**src/rtl/i2c_fifo_wm.sv**
```systemverilog
// rtl/i2c_fifo_wm.sv - parametrised I2C data FIFO with watermarks, sticky error flags, flush and selectable read mode
module i2c_fifo_wm #(
   parameter int W    = 8,
   parameter int M    = 4,
   parameter int FWFT = 0
) (
   input  logic         i_clk,
   input  logic         reset,
   input  logic         flush,
   input  logic [W-1:0] wr_data,
   input  logic         wr_request,
   input  logic         rd_request,
   output logic [W-1:0] rd_data,
   output logic         rd_valid,
   output logic         empty,
   output logic         full,
   output logic [M:0]   count,
   input  logic [M:0]   af_level,
   input  logic [M:0]   ae_level,
   output logic         almost_full,
   output logic         almost_empty,
   output logic         overflow,
   output logic         underflow,
   input  logic         clear_overflow_request,
   input  logic         clear_underflow_request
);

   // Depth expressed in the occupancy width: a single MSB set.
   localparam logic [M:0] DEPTH = {1'b1, {M{1'b0}}};
   localparam int         D     = 1 << M;

   logic [W-1:0] mem [D];
   logic [M:0]   wr_ptr;
   logic [M:0]   rd_ptr;

   logic wr_accept;
   logic wr_drop;
   logic rd_accept;
   logic rd_refuse;

   // Status derives only from registered pointers; the extra pointer bit
   // distinguishes full from empty when the address bits coincide.
   always_comb begin
      count        = wr_ptr - rd_ptr;
      empty        = (count == '0);
      full         = (count == DEPTH);
      almost_full  = (count >= af_level);
      almost_empty = (count <= ae_level);
   end

   // Acceptance is decided by pre-edge occupancy; flush suppresses every request.
   always_comb begin
      wr_accept = wr_request & ~full  & ~flush;
      wr_drop   = wr_request &  full  & ~flush;
      rd_accept = rd_request & ~empty & ~flush;
      rd_refuse = rd_request &  empty & ~flush;
   end

   // Pointer update: reset beats flush, flush clears both pointers.
   always_ff @(posedge i_clk) begin
      if (reset || flush) begin
         wr_ptr <= '0;
         rd_ptr <= '0;
      end else begin
         if (wr_accept) wr_ptr <= wr_ptr + 1'b1;
         if (rd_accept) rd_ptr <= rd_ptr + 1'b1;
      end
   end

   // Storage write; contents are deliberately left unreset.
   always_ff @(posedge i_clk) begin
      if (!reset && wr_accept) mem[wr_ptr[M-1:0]] <= wr_data;
   end

   // Sticky overflow: a new drop outranks a clear; flush freezes the flag.
   always_ff @(posedge i_clk) begin
      if (reset)                       overflow <= 1'b0;
      else if (wr_drop)                overflow <= 1'b1;
      else if (!flush && clear_overflow_request) overflow <= 1'b0;
   end

   // Sticky underflow: same precedence as overflow.
   always_ff @(posedge i_clk) begin
      if (reset)                        underflow <= 1'b0;
      else if (rd_refuse)               underflow <= 1'b1;
      else if (!flush && clear_underflow_request) underflow <= 1'b0;
   end

   generate
      if (FWFT == 0) begin : g_registered
         logic [W-1:0] rd_data_q;
         logic         rd_valid_q;

         // Registered read: pop captures the head word, valid pulses for one cycle.
         always_ff @(posedge i_clk) begin
            if (reset) begin
               rd_data_q  <= '0;
               rd_valid_q <= 1'b0;
            end else if (rd_accept) begin
               rd_data_q  <= mem[rd_ptr[M-1:0]];
               rd_valid_q <= 1'b1;
            end else begin
               rd_valid_q <= 1'b0;
            end
         end

         assign rd_data  = rd_data_q;
         assign rd_valid = rd_valid_q;
      end else begin : g_fwft
         // Fall-through read: head word shown whenever the FIFO holds data.
         always_comb begin
            rd_data  = empty ? '0 : mem[rd_ptr[M-1:0]];
            rd_valid = ~empty;
         end
      end
   endgenerate

endmodule

```
**config.mk**
```make
export PLATFORM = sky130hd
export DESIGN_NAME = i2c_fifo_wm
export DESIGN_NICKNAME = d
export VERILOG_FILES = /design/src/rtl/i2c_fifo_wm.sv
export SDC_FILE = /design/constraint.sdc
export NUM_CORES = 1
export LEC_CHECK = 0
export BUFFER_PORTS_ARGS = -buffer_cell sky130_fd_sc_hd__buf_2
export CORE_MARGIN = 3
export CORE_UTILIZATION = 55
export DETAILED_ROUTE_END_ITERATION = 7
export PLACE_DENSITY = 0.74
export SLEW_MARGIN = 10
export SYNTH_ARGS = -nofsm -noshare
export SYNTH_HDL_FRONTEND = slang
export SYNTH_SLANG_ARGS = --single-unit
```
**constraint.sdc**
```tcl
create_clock -name i_clk -period 6.1 [get_ports i_clk]
set_input_delay 0.305 -clock i_clk [delete_from_list [all_inputs] [get_ports i_clk]]
set_output_delay 0.305 -clock i_clk [all_outputs]
set_load 0.02 [all_outputs]
```
# Word level (Yosys, flattened, before mapping)
# Memories as Yosys holds them, arrays and structs flattened. A register that Yosys moved wholly into a read port is not among the register bits.
# Cells that the tools add are included.
[word_totals] out_inout_bits=20 word_cells=39 mem_count=1 latchBits=0 ff_bits=13 ramBits=128 mem_bits_ro=0
[classes] eq_ne=1 n_shift=0 bitwise=11 n_reduce_logical=9 addsub=3 n_mul=0 n_lt_le_gt_ge=2 div=0 muxes=7
[mem_list] memory="mem" depth=16 word_bits=8 rd=1 rd_clocked_by_memory_dff=1 write_ports=1 line="32" source="logic [W-1:0] mem [D];"
[op_table] op="adder 5 x 1 -> 5 bit (second input constant)" n=2
[op_table] op="bitwise AND 1 bit" n=8
[op_table] op="two-way mux 1 bit" n=7
[op_table] op="equality test 5 bit (second input constant)" n=1
[op_table] op="greater-or-equal comparator 5 bit" n=1
[op_table] op="<= comparator 5 bit" n=1
[op_table] op="logical NOT 5 bit" n=1
[op_table] op="subtractor 5 bit" n=1
[op_table] op="nonzero test 2 bit" n=2
[op_table] op="logical AND 1 bit" n=3
[op_table] op="inverter 1 bit" n=3
[op_table] op="logical NOT 1 bit" n=2
[op_table] op="logical OR 1 bit" n=1

# Depth between registers and ports, before layout
# Gate-level depths: netlist (run 1).
[depth] depth_word=8 mapped_depth=11

# Worst setup path after synthesis (run 1)
# No wires, ideal clock.
[synth_path] path_kind="register to output" startpoint="reg wr_ptr[0]" endpoint="out almost_empty" arrival_ns=2.958 stages_incl_launch_ff=12 slack_ns=2.837 t_required_ns=5.795 path_buffers=0 cell_sequence="dfxtp_1 -> inv_1 -> ha_1 -> fa_1 -> nand2b_1 -> a21oi_2 -> xor2_4 -> inv_2 -> ha_1 -> and4_1 -> o21ai_0 -> a22oi_1"
[synth_via] elab_chain_len=2
[synth_lines] element="from (decl)" line="33" source="logic [M:0] wr_ptr;"
[synth_lines] element="from (signal assigned)" line="65" source="if (wr_accept) wr_ptr <= wr_ptr + 1'b1;"
[synth_lines] element="subtractor 5 bit" line="44" source="count = wr_ptr - rd_ptr;"
[synth_lines] element="via count[4]" line="17" source="output logic [M:0] count,"
[synth_lines] element="<= comparator 5 bit" line="48" source="almost_empty = (count <= ae_level);"
[synth_lines] element="to (decl)" line="21" source="output logic almost_empty,"
# The timed path passes the listed nets, and every way through them passes these cells.

# Worst setup path after layout (run 1)
[layout_path] startpoint="reg rd_ptr[2]" endpoint="out almost_empty"
[layout_via] elab_chain_len=2
[layout_lines] element="from (decl)" line="34" source="logic [M:0] rd_ptr;"
[layout_lines] element="from (signal assigned)" line="66" source="if (rd_accept) rd_ptr <= rd_ptr + 1'b1;"
[layout_lines] element="subtractor 5 bit" line="44"
[layout_lines] element="<= comparator 5 bit" line="48"
# Every way passes these cells.

==> impl_results.rst, run 1 <==
.. list-table::
   :header-rows: 1

   * - Metric
     - Value
   * - # hold bufs at CTS
     - 0
   * - Count of vias placed by the detailed router
     - 3662
   * - Post-synthesis share of cell area spent on xor and xnor gates
     - 1.07%
   * - I/O pin count
     - 45
   * - Main synth FF type
     - edfxtp_1
   * - Dominant cell type by area after synthesis
     - edfxtp_1
   * - Launching point of the worst reg2reg path
     - rd_ptr[1]
   * - Net count reported at finish
     - 489
   * - Total setup violations reported at the end of the flow
     - 0
   * - Kind of start point of the critical path
     - register
   * - Postcts setup bufs
     - 0
   * - Routed Wire Length
     - 13.2 mm
   * - Die Span Y
     - 114 um
   * - Slew at the pin closest to its max-slew limit
     - approximately 1.1 ns
   * - Clock-pin slew on the worst setup and hold paths
     - 0.06 ns
   * - Clk Tree Root Cell
     - clkbuf_16
   * - Die X
     - 114 um
   * - Hold Path Depth
     - 4
   * - Class of the tightest hold or removal check
     - input port to register
   * - Number of flops mapped to enable cells by yosys
     - 128
   * - Beginning of the worst hold path
     - clear_overflow_request
   * - Status
     - complete, no violations
   * - Uppermost metal layer occupied by signal nets
     - met4
   * - Number of antenna repair diodes
     - 0
   * - Endpoint of the worst hold path
     - overflow
   * - Multiplexer share of the synthesized area
     - 12.8%
   * - Max Root-Sink Buffers
     - 2
   * - Synthesized instance count
     - approximately 400
   * - Number of DRC markers in iteration 0
     - ~470
   * - Basic-gate share of the synthesized area counting and, or, nand and nor cells
     - 8.18%
   * - R2R Setup Slk
     - 2.21 ns
   * - Synthesized area divided by synthesized cell count
     - 16.2 um^2
   * - CTS tree
     - done
   * - WP data required
     - 5.79 ns
   * - Sequential cell area fraction in the yosys report
     - 66.2%
   * - Combinational family with the most area after synthesis
     - multiplexers
   * - Post-synthesis share of cell area spent on full adders, half adders and majority gates
     - between 3 and 4%
   * - Residual DRC
     - 0
   * - DP Cell Count
     - 568
   * - Critical R2R Capture
     - mem[8][6]
   * - Number of antenna violations at the first check in global routing
     - 0
   * - Type of the setup path with the least slack
     - register to primary output
   * - Final number of max-transition violations
     - 0
   * - Instance area at placement
     - 6770 um^2
   * - Total global routing track utilization
     - roughly 22%
   * - Net Count, Synth
     - 439
   * - IR Drop Worst-Case VDD
     - 0.000228 V
   * - Final hold vios
     - 0
   * - Clock latency of the later-clocked register in the worst-skew pair
     - 0.42 ns
   * - TritonCTS Buffers
     - 17
   * - Synth unique cells
     - 45
   * - MaxCap Viol Count
     - 0
   * - Std-Cell Rows
     - 38
   * - Number of global-route vias before repair
     - 3652
   * - Post-placement worst setup slack
     - 2.24 ns
   * - GR Overflow Total
     - 0
   * - DR WL/cell
     - 22.0 um
   * - Drt via density
     - 6.11
   * - Maximum level of the CTS H-tree
     - 4
   * - Kind of capture point of the worst setup path
     - primary output
   * - Syn Std Cell Area
     - 6440 um^2
   * - Achievable clock frequency
     - around 240 MHz
   * - Wire length the detailed router placed on met1
     - 5.73 mm
   * - Placer's final routability congestion estimate
     - 0.871
   * - Half-perimeter wire length after detailed placement
     - 8.96 mm
   * - Share of flip-flops with an asynchronous set or reset
     - 0%
   * - Fraction of synthesized cell area taken by the top area cell type
     - 59.7%
   * - Post-cts repair resize count
     - 0
   * - Port bufs
     - 44
   * - Leading cell type in the layout, fill and taps excluded
     - edfxtp_1
   * - Area growth, synth to finish
     - 12.9%
   * - WP data arrival
     - 3.82 ns
   * - Final worst-path setup slack
     - 1.98 ns
   * - Biggest fanout along the worst timing path
     - 21
   * - Ratio of final minimum period to clock period
     - between 60% and 70%
   * - Setup total negative slack
     - 0 ns
   * - Initial DRT Pass Iterations
     - 5
   * - TritonCTS sink count
     - 149
   * - Number of nets still failing antenna checks after routing
     - 0
   * - Ys Warns
     - 0
   * - Routed met2 length
     - 6.09 mm
   * - Final instance area
     - 7270 um^2
   * - Setup repair after global routing missed its margin
     - false
   * - Pin count of the biggest net entering global routing
     - 37
   * - Fraction of the mapped netlist area in compound gates
     - 5.29%
   * - Die footprint
     - between 10000 and 15000 um^2
   * - Cell Pwr Density
     - 288 nW/um^2
   * - Final clock skew
     - 0.00796 ns
   * - Highest-count cells in the layout ignoring fill and taps
     - edfxtp_1 (128), buf_2 (44), mux4_2 (32), nand2_1 (23), dfxtp_1 (20)
   * - Leakage power
     - 0.00249 uW
   * - Fraction of layout instances using a drive strength above 1
     - 25.1%
   * - Number of cell instances on the worst register-to-register path
     - 6
   * - Remaining max-slew budget at the tightest pin
     - 26.9%
   * - Total of flip-flops plus latches after synthesis
     - between 100 and 150
   * - Top area cells in the synthesized netlist
     - edfxtp_1 (60%), mux4_2 (11%), dfxtp_1 (6.5%)
   * - First-pass GRT wire length
     - about 21 mm
   * - Area of the core region
     - ~11000 um^2
   * - Initial Util
     - 57.9%
   * - Final cell count without fillers
     - 599
   * - Final Critical Period
     - 4.12 ns
   * - Routed wl met3
     - 1.09 mm
## per-layer routing
layer | GRT usage, % | vias up
li1 | - | 1657
met4 | 9.18 | 0
met5 | 0 | -
met1 | 31.2 | 1815
met2 | 33.3 | 165
met3 | 6.66 | 25
## synth_stat cells, types with 9 or more instances
cell type and instances:
edfxtp_1 128, mux4_2 32, nor3_1 12, ha_1 16, dfxtp_1 21, nand2b_1 9, o22ai_1 16, inv_1 19
nand2_1 23, nor2b_1 11, mux2i_1 10, a21oi_1 11, nor2_1 13
## per-stage QoR
step / utilization [%] / power (uW) / hold slack (ns)
finish: 65.3 / 2090 / 0.237
global route: 65.3 / 2170 / 0.251
CTS: 65.3 / 2110 / 0.227
detailed placement: 60.8 / 1230 / 0.481
global placement: 60.8 / 1230 / 0.465
floorplan: - / 1190 / 0.404
## state kept, by name, indices dropped and copies added (netlist names)
| register | flops |
|---|---|
| underflow | 1 |
| wr_ptr | 5 |
| overflow | 1 |
| rd_ptr | 5 |
| rd_data | 8 |
| rd_valid | 1 |
| mem | 128 |
## final cells by class
type                    instances  area [um^2]
clock buffers                  22          444
multi-input cells             210         2000
clock inverters                 9         57.6
fillers                       758         3860
well taps                     140          175
repair buffers                 48          250
inverters                      21         78.8
flip-flops and latches        149         4270
## report_power, final
group	internal [uW]	leakage, uW	switching [uW]	total [uW]
Combinational	31.5	0.000935	59.8	91.3
Clock	513	0.000237	373	886
Sequential	1110	0.00132	2.92	1120
Total	1660	0.00249	436	2090
## cells by family (layout without fill, tap and decap cells)
kind of cell | count (synthesis) | count (layout)
flip-flops | 149 | 149
AND/OR/NAND/NOR | 98 | 98
AO/OA/AOI/OAI | 47 | 47
multiplexers | 42 | 42
buffers and inverters | 38 | 100
adder cells (fa/ha/maj) | 19 | 19
XOR/XNOR | 4 | 4
## worst max-delay path: stages (launching register included)
cell and delay, ns:
dfxtp_1 0.93, inv_1 0.23, ha_1 0.45, nand2b_1 0.09, a21oi_2 0.24, xor2_4 0.35
inv_2 0.16, ha_1 0.33, and4_1 0.18, o21ai_0 0.07, a22oi_1 0.18, buf_2 0.19
## worst max-delay path by stage
| stage | from | endpoint | slack, ns | cells after the start |
|---|---|---|---|---|
| floorplan | wr_ptr[0] | almost_empty | 2.84 | 11 |
| global placement | rd_ptr[1] | mem[7][0] | 2.40 | 6 |
| detailed placement | rd_ptr[2] | mem[13][1] | 2.24 | 7 |
| CTS | rd_ptr[2] | almost_empty | 1.93 | 11 |
| global route | rd_ptr[2] | almost_empty | 1.71 | 11 |
| finish | rd_ptr[2] | almost_empty | 1.98 | 11 |
(Power assumes the default switching activity.)
==> run 2, diff against run 1 <==
Settings changed: CORE_UTILIZATION 55 to 54, PLACE_DENSITY 0.74 to 0.75.
Clock period 6.1 ns to 3.77 ns, I/O delays scaled along.
==> run 2 against run 1 <==
Net effect: largest cell class unchanged; die area grew 1.8%; critical endpoint unchanged; critical path type unchanged; global-route usage shrank 1.3 points; clock skew grew 0.0012 ns; highest routed layer unchanged.
==> impl_results.rst, run 2 (synthesis results as in run 1) <==
.. list-table::
   :header-rows: 1

   * - Metric
     - Value
   * - Status
     - complete, no violations (unchanged)
   * - Gate family responsible for the most delay along the worst path
     - adder cells (was flip-flops)
   * - Placer's final routability congestion estimate
     - 0.820 (was 0.871)
   * - TritonCTS Buffers
     - 17 (unchanged)
   * - I/O pin count
     - 45 (unchanged)
   * - # hold bufs at CTS
     - 0 (unchanged)
   * - Clk Tree Root Cell
     - clkbuf_16 (unchanged)
   * - Launching point of the worst reg2reg path
     - wr_ptr[0] (was rd_ptr[1])
   * - Number of nets still failing antenna checks after routing
     - 0 (unchanged)
   * - Drt via density
     - 6.00 (was 6.11)
   * - Uppermost metal layer occupied by signal nets
     - met4 (unchanged)
   * - Slew at the pin closest to its max-slew limit
     - 1.14 ns (was 1.09 ns)
   * - TritonCTS sink count
     - 149 (unchanged)
   * - Hold Path Depth
     - 4 (unchanged)
   * - Ratio of final minimum period to clock period
     - 93.3%
   * - Fraction of layout instances using a drive strength above 1
     - 29.6% (was 25.1%)
   * - CTS tree
     - done (unchanged)
   * - Number of flip-flops under the largest register name
     - 128 (unchanged)
   * - WP data required
     - 3.58 ns (was 5.79 ns)
   * - Std-Cell Rows
     - 39 (was 38)
   * - Max Root-Sink Buffers
     - 2 (unchanged)
   * - Number of global-route vias before repair
     - 3558 (was 3652)
   * - Residual DRC
     - 0 (unchanged)
   * - DR WL/cell
     - 20.9 um (was 22.0 um)
   * - Clock-pin slew on the worst setup and hold paths
     - 0.06 ns (about the same)
   * - Setup total negative slack
     - 0 ns (unchanged)
   * - Final-layout worst hold slack
     - 0.110 ns (was 0.237 ns)
   * - Routed Wire Length
     - 13.0 mm (was 13.2 mm)
   * - Pin count of the biggest net entering global routing
     - 37 (unchanged)
   * - Number of antenna violations at the first check in global routing
     - 0 (unchanged)
   * - CP max-delay cell
     - fa_2 (was dfxtp_1)
   * - Leakage power
     - 0.00264 uW (was 0.00249 uW)
   * - Highest-count cells in the layout ignoring fill and taps
     - edfxtp_1 (128), buf_2 (44), mux4_2 (32), nand2_1 (23), buf_4 (21) (was edfxtp_1 (128), buf_2 (44), mux4_2 (32), nand2_1 (23), dfxtp_1 (20))
   * - Cell Pwr Density
     - 486 nW/um^2 (was 288 nW/um^2)
   * - Cell-by-cell listing of the critical path
     - inv_1, ha_1, fa_2, nand2b_1, a21oi_4, xor2_4, buf_4, inv_2, ha_1, and4_1, o21ai_0, a22oi_1, buf_2 (was inv_1, ha_1, nand2b_1, a21oi_2, xor2_4, inv_2, ha_1, and4_1, o21ai_0, a22oi_1, buf_2)
   * - WP data arrival
     - 3.33 ns (was 3.82 ns)
   * - Final number of max-transition violations
     - 0 (unchanged)
   * - Half-perimeter wire length after detailed placement
     - 8.53 mm (was 8.96 mm)
   * - Number of antenna repair diodes
     - 0 (unchanged)
   * - Setup repair after global routing missed its margin
     - false (unchanged)
   * - Number of DRC markers in iteration 0
     - 435 (was 468)
   * - Final clock skew
     - 0.00918 ns (was 0.00796 ns)
   * - MaxCap Viol Count
     - 0 (unchanged)
   * - Maximum level of the CTS H-tree
     - 4 (unchanged)
   * - Net count reported at finish
     - 506 (was 489)
   * - R2R Setup Slk
     - 0.45 ns (was 2.21 ns)
   * - Wire length the detailed router placed on met1
     - 5.43 mm (was 5.73 mm)
   * - IR Drop Worst-Case VDD
     - 0.000327 V (was 0.000228 V)
   * - CP bufs+invs
     - 4 (was 3)
   * - Beginning of the worst hold path
     - clear_overflow_request (unchanged)
   * - Routed wl met3
     - 1.10 mm (was 1.09 mm)
   * - Largest stage delay, worst path
     - 0.38 ns (was 0.93 ns)
   * - Final hold vios
     - 0 (unchanged)
   * - Most used cell, CP
     - ha_1 (unchanged)
   * - Port bufs
     - 44 (unchanged)
   * - Final Critical Period
     - around 3.5 ns
   * - Biggest fanout along the worst timing path
     - 8 (was 21)
   * - Area growth, synth to finish
     - 16.8% (was 12.9%)
   * - Die X
     - 115 um (was 114 um)
   * - Total setup violations reported at the end of the flow
     - 0 (unchanged)
   * - Clock latency of the later-clocked register in the worst-skew pair
     - 0.43 ns (was 0.42 ns)
   * - Number of cell instances on the worst register-to-register path
     - 8 (was 6)
   * - Routed met2 length
     - 5.99 mm (was 6.09 mm)
   * - Die footprint
     - 13300 um^2 (was 13000 um^2)
   * - First-pass GRT wire length
     - 20.2 mm (was 21.0 mm)
   * - Remaining max-slew budget at the tightest pin
     - 23.7% (was 26.9%)
   * - Postcts setup bufs
     - 0 (unchanged)
   * - Class of the tightest hold or removal check
     - input port to register (unchanged)
   * - Kind of capture point of the worst setup path
     - primary output (unchanged)
   * - Die Span Y
     - 115 um (was 114 um)
   * - Initial Util
     - 55.9% (was 57.9%)
   * - Type of the setup path with the least slack
     - register to primary output (unchanged)
   * - Kind of start point of the critical path
     - register (unchanged)
   * - Endpoint of the worst hold path
     - overflow (unchanged)
   * - Count of vias placed by the detailed router
     - 3721 (was 3662)
   * - Initial DRT Pass Iterations
     - 5 (unchanged)
   * - Achievable clock frequency
     - 284 MHz
   * - Leading cell type in the layout, fill and taps excluded
     - edfxtp_1 (unchanged)
   * - GR Overflow Total
     - 0 (unchanged)
   * - Critical R2R Capture
     - mem[7][0] (was mem[8][6])
   * - Area of the core region
     - 11500 um^2 (was 11100 um^2)
   * - Total global routing track utilization
     - 21.0% (was 22.4%)
run 2: how the worst max path moves through the flow:
stage / end / cells after the start / slack [ns] / startpoint
floorplan: mem[0][0] / 8 / 0.54 / wr_ptr[0]
global placement: mem[6][0] / 8 / 0.46 / wr_ptr[0]
detailed placement: mem[6][1] / 8 / 0.27 / wr_ptr[0]
CTS: almost_empty / 13 / 0.07 / wr_ptr[0]
global route: almost_empty / 13 / 0.06 / wr_ptr[0]
finish: almost_empty / 13 / 0.25 / wr_ptr[0]
run 2: power breakdown:
group,switching [uW],internal (uW)
clock network,649,1050
logic,95.6,52.2
registers,4.55,1800
run 2: worst reg2reg max path, cell delays in order (launching register included):
cell and delay (ns):
dfxtp_2 0.36, inv_1 0.09, ha_1 0.24, fa_2 0.44, and3b_1 0.19, and4_4 0.18
nor2_1 0.34, o21ai_4 0.15, nor3_1 0.94
run 2: repair_timing:
| item | CTS | global route |
|---|---|---|
| endpoints found under the setup margin | 0 | 1 |
| hold endpoints to repair | 0 | 0 |
| gates resized for setup | 0 | 3 |
run 2: per-layer routing:
| layer | GRT usage, % | vias to the layer above |
|---|---|---|
| met5 | 0 | - |
| met4 | 9.47 | 0 |
| met3 | 6.63 | 28 |
| met2 | 30.3 | 188 |
| met1 | 29.7 | 1817 |
| li1 | - | 1688 |
run 2: cell type report:
type	instances	area, um^2
timing repair buffer	65	378
tap	143	179
clock buffer	19	433
clock inverter	13	173
multi-input combinational	210	2010
inverter	21	78.8
sequential	149	4270
fill	777	4000
run 2: per-stage QoR:
stage / setup WS, ns / util, % / std cells / instance area [um^2] / total power (uW)
after floorplan: 0.537 / - / 397 / 6440 / 1930
final: 0.251 / 65.3 / 620 / 7520 / 3650
after global placement: 0.462 / 59.9 / 588 / 6900 / 1980
after detailed placement: 0.268 / 59.9 / 588 / 6900 / 1990
after global routing: 0.0554 / 65.3 / 620 / 7520 / 3770
after CTS: 0.0694 / 65.2 / 620 / 7500 / 3680
==> run 3, diff against run 2 <==
Settings changed: CTS_CLUSTER_DIAMETER set to 100, REMOVE_ABC_BUFFERS set to 1.
==> run 3 against run 2 <==
Net effect: register-to-register slack lost 0.08 ns; clock skew is essentially flat; largest cell class unchanged; routed wire length grew 1.5%; total power shrank 0.47%; via count shrank 0.40%; sequential power is essentially flat; highest routed layer unchanged.
==> impl_results.rst, run 3 (synthesis results as in run 1) <==
.. list-table::
   :header-rows: 1

   * - Metric
     - Value
   * - Status
     - complete, no violations (unchanged)
   * - Fraction of layout instances using a drive strength above 1
     - 29.9% (was 29.6%)
   * - Drt via density
     - 6.03 (was 6.00)
   * - # hold bufs at CTS
     - 0 (unchanged)
   * - Seq. cell area
     - 4270 um^2 (unchanged)
   * - R2R Setup Slk
     - 0.37 ns (was 0.45 ns)
   * - Final instance area
     - 7490 um^2 (was 7520 um^2)
   * - Setup repair after global routing missed its margin
     - false (unchanged)
   * - Max Root-Sink Buffers
     - 2 (unchanged)
   * - Slew at the pin closest to its max-slew limit
     - 1.03 ns (was 1.14 ns)
   * - Largest stage delay, worst path
     - 0.43 ns (was 0.38 ns)
   * - WP data required
     - 3.58 ns (about the same)
   * - Number of nets still failing antenna checks after routing
     - 0 (unchanged)
   * - Residual DRC
     - 0 (unchanged)
   * - Total global routing track utilization
     - 21.2% (was 21.0%)
   * - Final core utilization
     - 65.0% (was 65.3%)
   * - Number of DRC markers in iteration 0
     - 393 (was 435)
   * - Final clock skew
     - 0.00910 ns (was 0.00918 ns)
   * - Type of the setup path with the least slack
     - register to primary output (unchanged)
   * - Number of global-route vias before repair
     - 3762 (was 3558)
   * - Pin count of the biggest net entering global routing
     - 37 (unchanged)
   * - Cell Pwr Density
     - 485 nW/um^2 (was 486 nW/um^2)
   * - Total of fill cells in the finished design
     - 797 (was 777)
   * - Leakage power
     - 0.00261 uW (was 0.00264 uW)
   * - Cell-by-cell listing of the critical path
     - inv_1, ha_1, fa_1, nand2b_1, a21oi_2, xor2_4, buf_6, inv_2, ha_1, and4_1, o21ai_0, a22oi_1, buf_2 (was inv_1, ha_1, fa_2, nand2b_1, a21oi_4, xor2_4, buf_4, inv_2, ha_1, and4_1, o21ai_0, a22oi_1, buf_2)
   * - Biggest fanout along the worst timing path
     - 8 (unchanged)
   * - MaxCap Viol Count
     - 0 (unchanged)
   * - TritonCTS sink count
     - 149 (unchanged)
   * - DP Cell Count
     - 583 (was 588)
   * - Final hold vios
     - 0 (unchanged)
   * - WP data arrival
     - 3.38 ns (was 3.33 ns)
   * - Initial Util
     - 55.9% (unchanged)
   * - Final cell count without fillers
     - 615 (was 620)
   * - Leading cell type in the layout, fill and taps excluded
     - edfxtp_1 (unchanged)
   * - Number of antenna repair diodes
     - 0 (unchanged)
   * - Class of the tightest hold or removal check
     - input port to register (unchanged)
   * - DR WL/cell
     - 21.4 um (was 20.9 um)
   * - Post-placement worst setup slack
     - 0.121 ns (was 0.268 ns)
   * - Die X
     - 115 um (unchanged)
   * - I/O pin count
     - 45 (unchanged)
   * - Endpoint of the worst hold path
     - underflow (was overflow)
   * - CTS tree
     - done (unchanged)
   * - Hold Path Depth
     - 4 (unchanged)
   * - Instance area at placement
     - 6860 um^2 (was 6900 um^2)
   * - Clock latency of the later-clocked register in the worst-skew pair
     - 0.42 ns (was 0.43 ns)
   * - Area growth, synth to finish
     - 16.3% (was 16.8%)
   * - Count of vias placed by the detailed router
     - 3706 (was 3721)
   * - IR Drop Worst-Case VDD
     - 0.000569 V (was 0.000327 V)
   * - Number of antenna violations at the first check in global routing
     - 0 (unchanged)
   * - Placer's final routability congestion estimate
     - 0.801 (was 0.820)
   * - GR Overflow Total
     - 0 (unchanged)
   * - Beginning of the worst hold path
     - clear_underflow_request (was clear_overflow_request)
   * - Ratio of final minimum period to clock period
     - 94.7% (was 93.3%)
   * - Remaining max-slew budget at the tightest pin
     - 30.5% (was 23.7%)
   * - Die footprint
     - 13300 um^2 (unchanged)
   * - Number of flip-flops under the largest register name
     - 128 (unchanged)
   * - Number of cell instances on the worst register-to-register path
     - 8 (unchanged)
   * - Highest-count cells in the layout ignoring fill and taps
     - edfxtp_1 (128), buf_2 (44), mux4_2 (32), nand2_1 (23) (was edfxtp_1 (128), buf_2 (44), mux4_2 (32), nand2_1 (23), buf_4 (21))
   * - Achievable clock frequency
     - 280 MHz (was 284 MHz)
   * - Maximum level of the CTS H-tree
     - 4 (unchanged)
   * - Die Span Y
     - 115 um (unchanged)
   * - Critical R2R Capture
     - mem[4][3] (was mem[7][0])
   * - Final worst-path setup slack
     - 0.201 ns (was 0.251 ns)
   * - CP max-delay cell
     - fa_1 (was fa_2)
   * - Final number of max-transition violations
     - 0 (unchanged)
   * - Launching point of the worst reg2reg path
     - wr_ptr[0] (unchanged)
   * - Routed Wire Length
     - 13.2 mm (was 13.0 mm)
   * - Initial DRT Pass Iterations
     - 5 (unchanged)
   * - Net count reported at finish
     - 501 (was 506)
   * - TritonCTS Buffers
     - 17 (unchanged)
   * - Clk Tree Root Cell
     - clkbuf_16 (unchanged)
   * - Total setup violations reported at the end of the flow
     - 0 (unchanged)
   * - Port bufs
     - 44 (unchanged)
   * - Combined area of the multi-input logic cells
     - 2020 um^2 (was 2010 um^2)
   * - Most used cell, CP
     - ha_1 (unchanged)
   * - Clock-pin slew on the worst setup and hold paths
     - 0.06 ns (about the same)
   * - Std-Cell Rows
     - 39 (unchanged)
   * - Kind of start point of the critical path
     - register (unchanged)
   * - Final Critical Period
     - 3.57 ns (was 3.52 ns)
   * - Area of the core region
     - 11500 um^2 (unchanged)
   * - Half-perimeter wire length after detailed placement
     - 8.63 mm (was 8.53 mm)
   * - First-pass GRT wire length
     - 20.3 mm (was 20.2 mm)
   * - Setup total negative slack
     - 0 ns (unchanged)
   * - Kind of capture point of the worst setup path
     - primary output (unchanged)
[run 3: worst max-delay path: cells and delay by family (launching register included)]
family | cells | cell delay, ns
compound gates | 3 | 0.50
xor+xnor | 1 | 0.21
fa+ha+maj | 3 | 0.97
buf+inv | 4 | 0.55
flops | 1 | 0.36
simple gates | 2 | 0.37
[run 3: worst max path at each step]
stage / start / endpoint / cells after the start
detailed placement: wr_ptr[0] / mem[9][0] / 8
finish: wr_ptr[0] / almost_empty / 13
CTS: wr_ptr[0] / almost_empty / 13
global placement: wr_ptr[0] / mem[9][0] / 8
global route: wr_ptr[0] / almost_empty / 13
floorplan: rd_ptr[0] / mem[0][0] / 7
[run 3: cell type report]
cell class / count / area share (%)
Timing Repair Buffer: 60 / 4.59
Tap cell: 143 / 2.39
Clock buffer: 17 / 5.68
Multi-Input combinational cell: 210 / 26.9
Inverter: 21 / 1.05
Sequential cell: 149 / 57.0
Clock inverter: 15 / 2.37
[run 3: through the flow]
step / power [uW] / hold slack (ns)
floorplan: 1920 / 0.258
global placement: 1980 / 0.461
detailed placement: 1980 / 0.466
CTS: 3650 / 0.0948
global route: 3730 / 0.131
finish: 3630 / 0.107
[run 3: timing repair]
item / CTS / global route
setup buffers: 0 / 0
endpoints found under the setup margin: 0 / 25
gates resized for setup: 0 / 5
[run 3: metal layers]
| layer | vias up | part of all wire (%) | track usage, % |
|---|---|---|---|
| li1 | 1685 | - | - |
| met1 | 1833 | 39 | 26.8 |
| met2 | 168 | 51 | 35.3 |
| met3 | 20 | 7.4 | 4.89 |
| met4 | 0 | 2.3 | 8.92 |
| met5 | - | 0 | 0 |
[run 3: power breakdown]
group | switching, uW | internal, uW
clock network | 737 | 947
logic | 95.9 | 51.6
registers | 4.38 | 1800
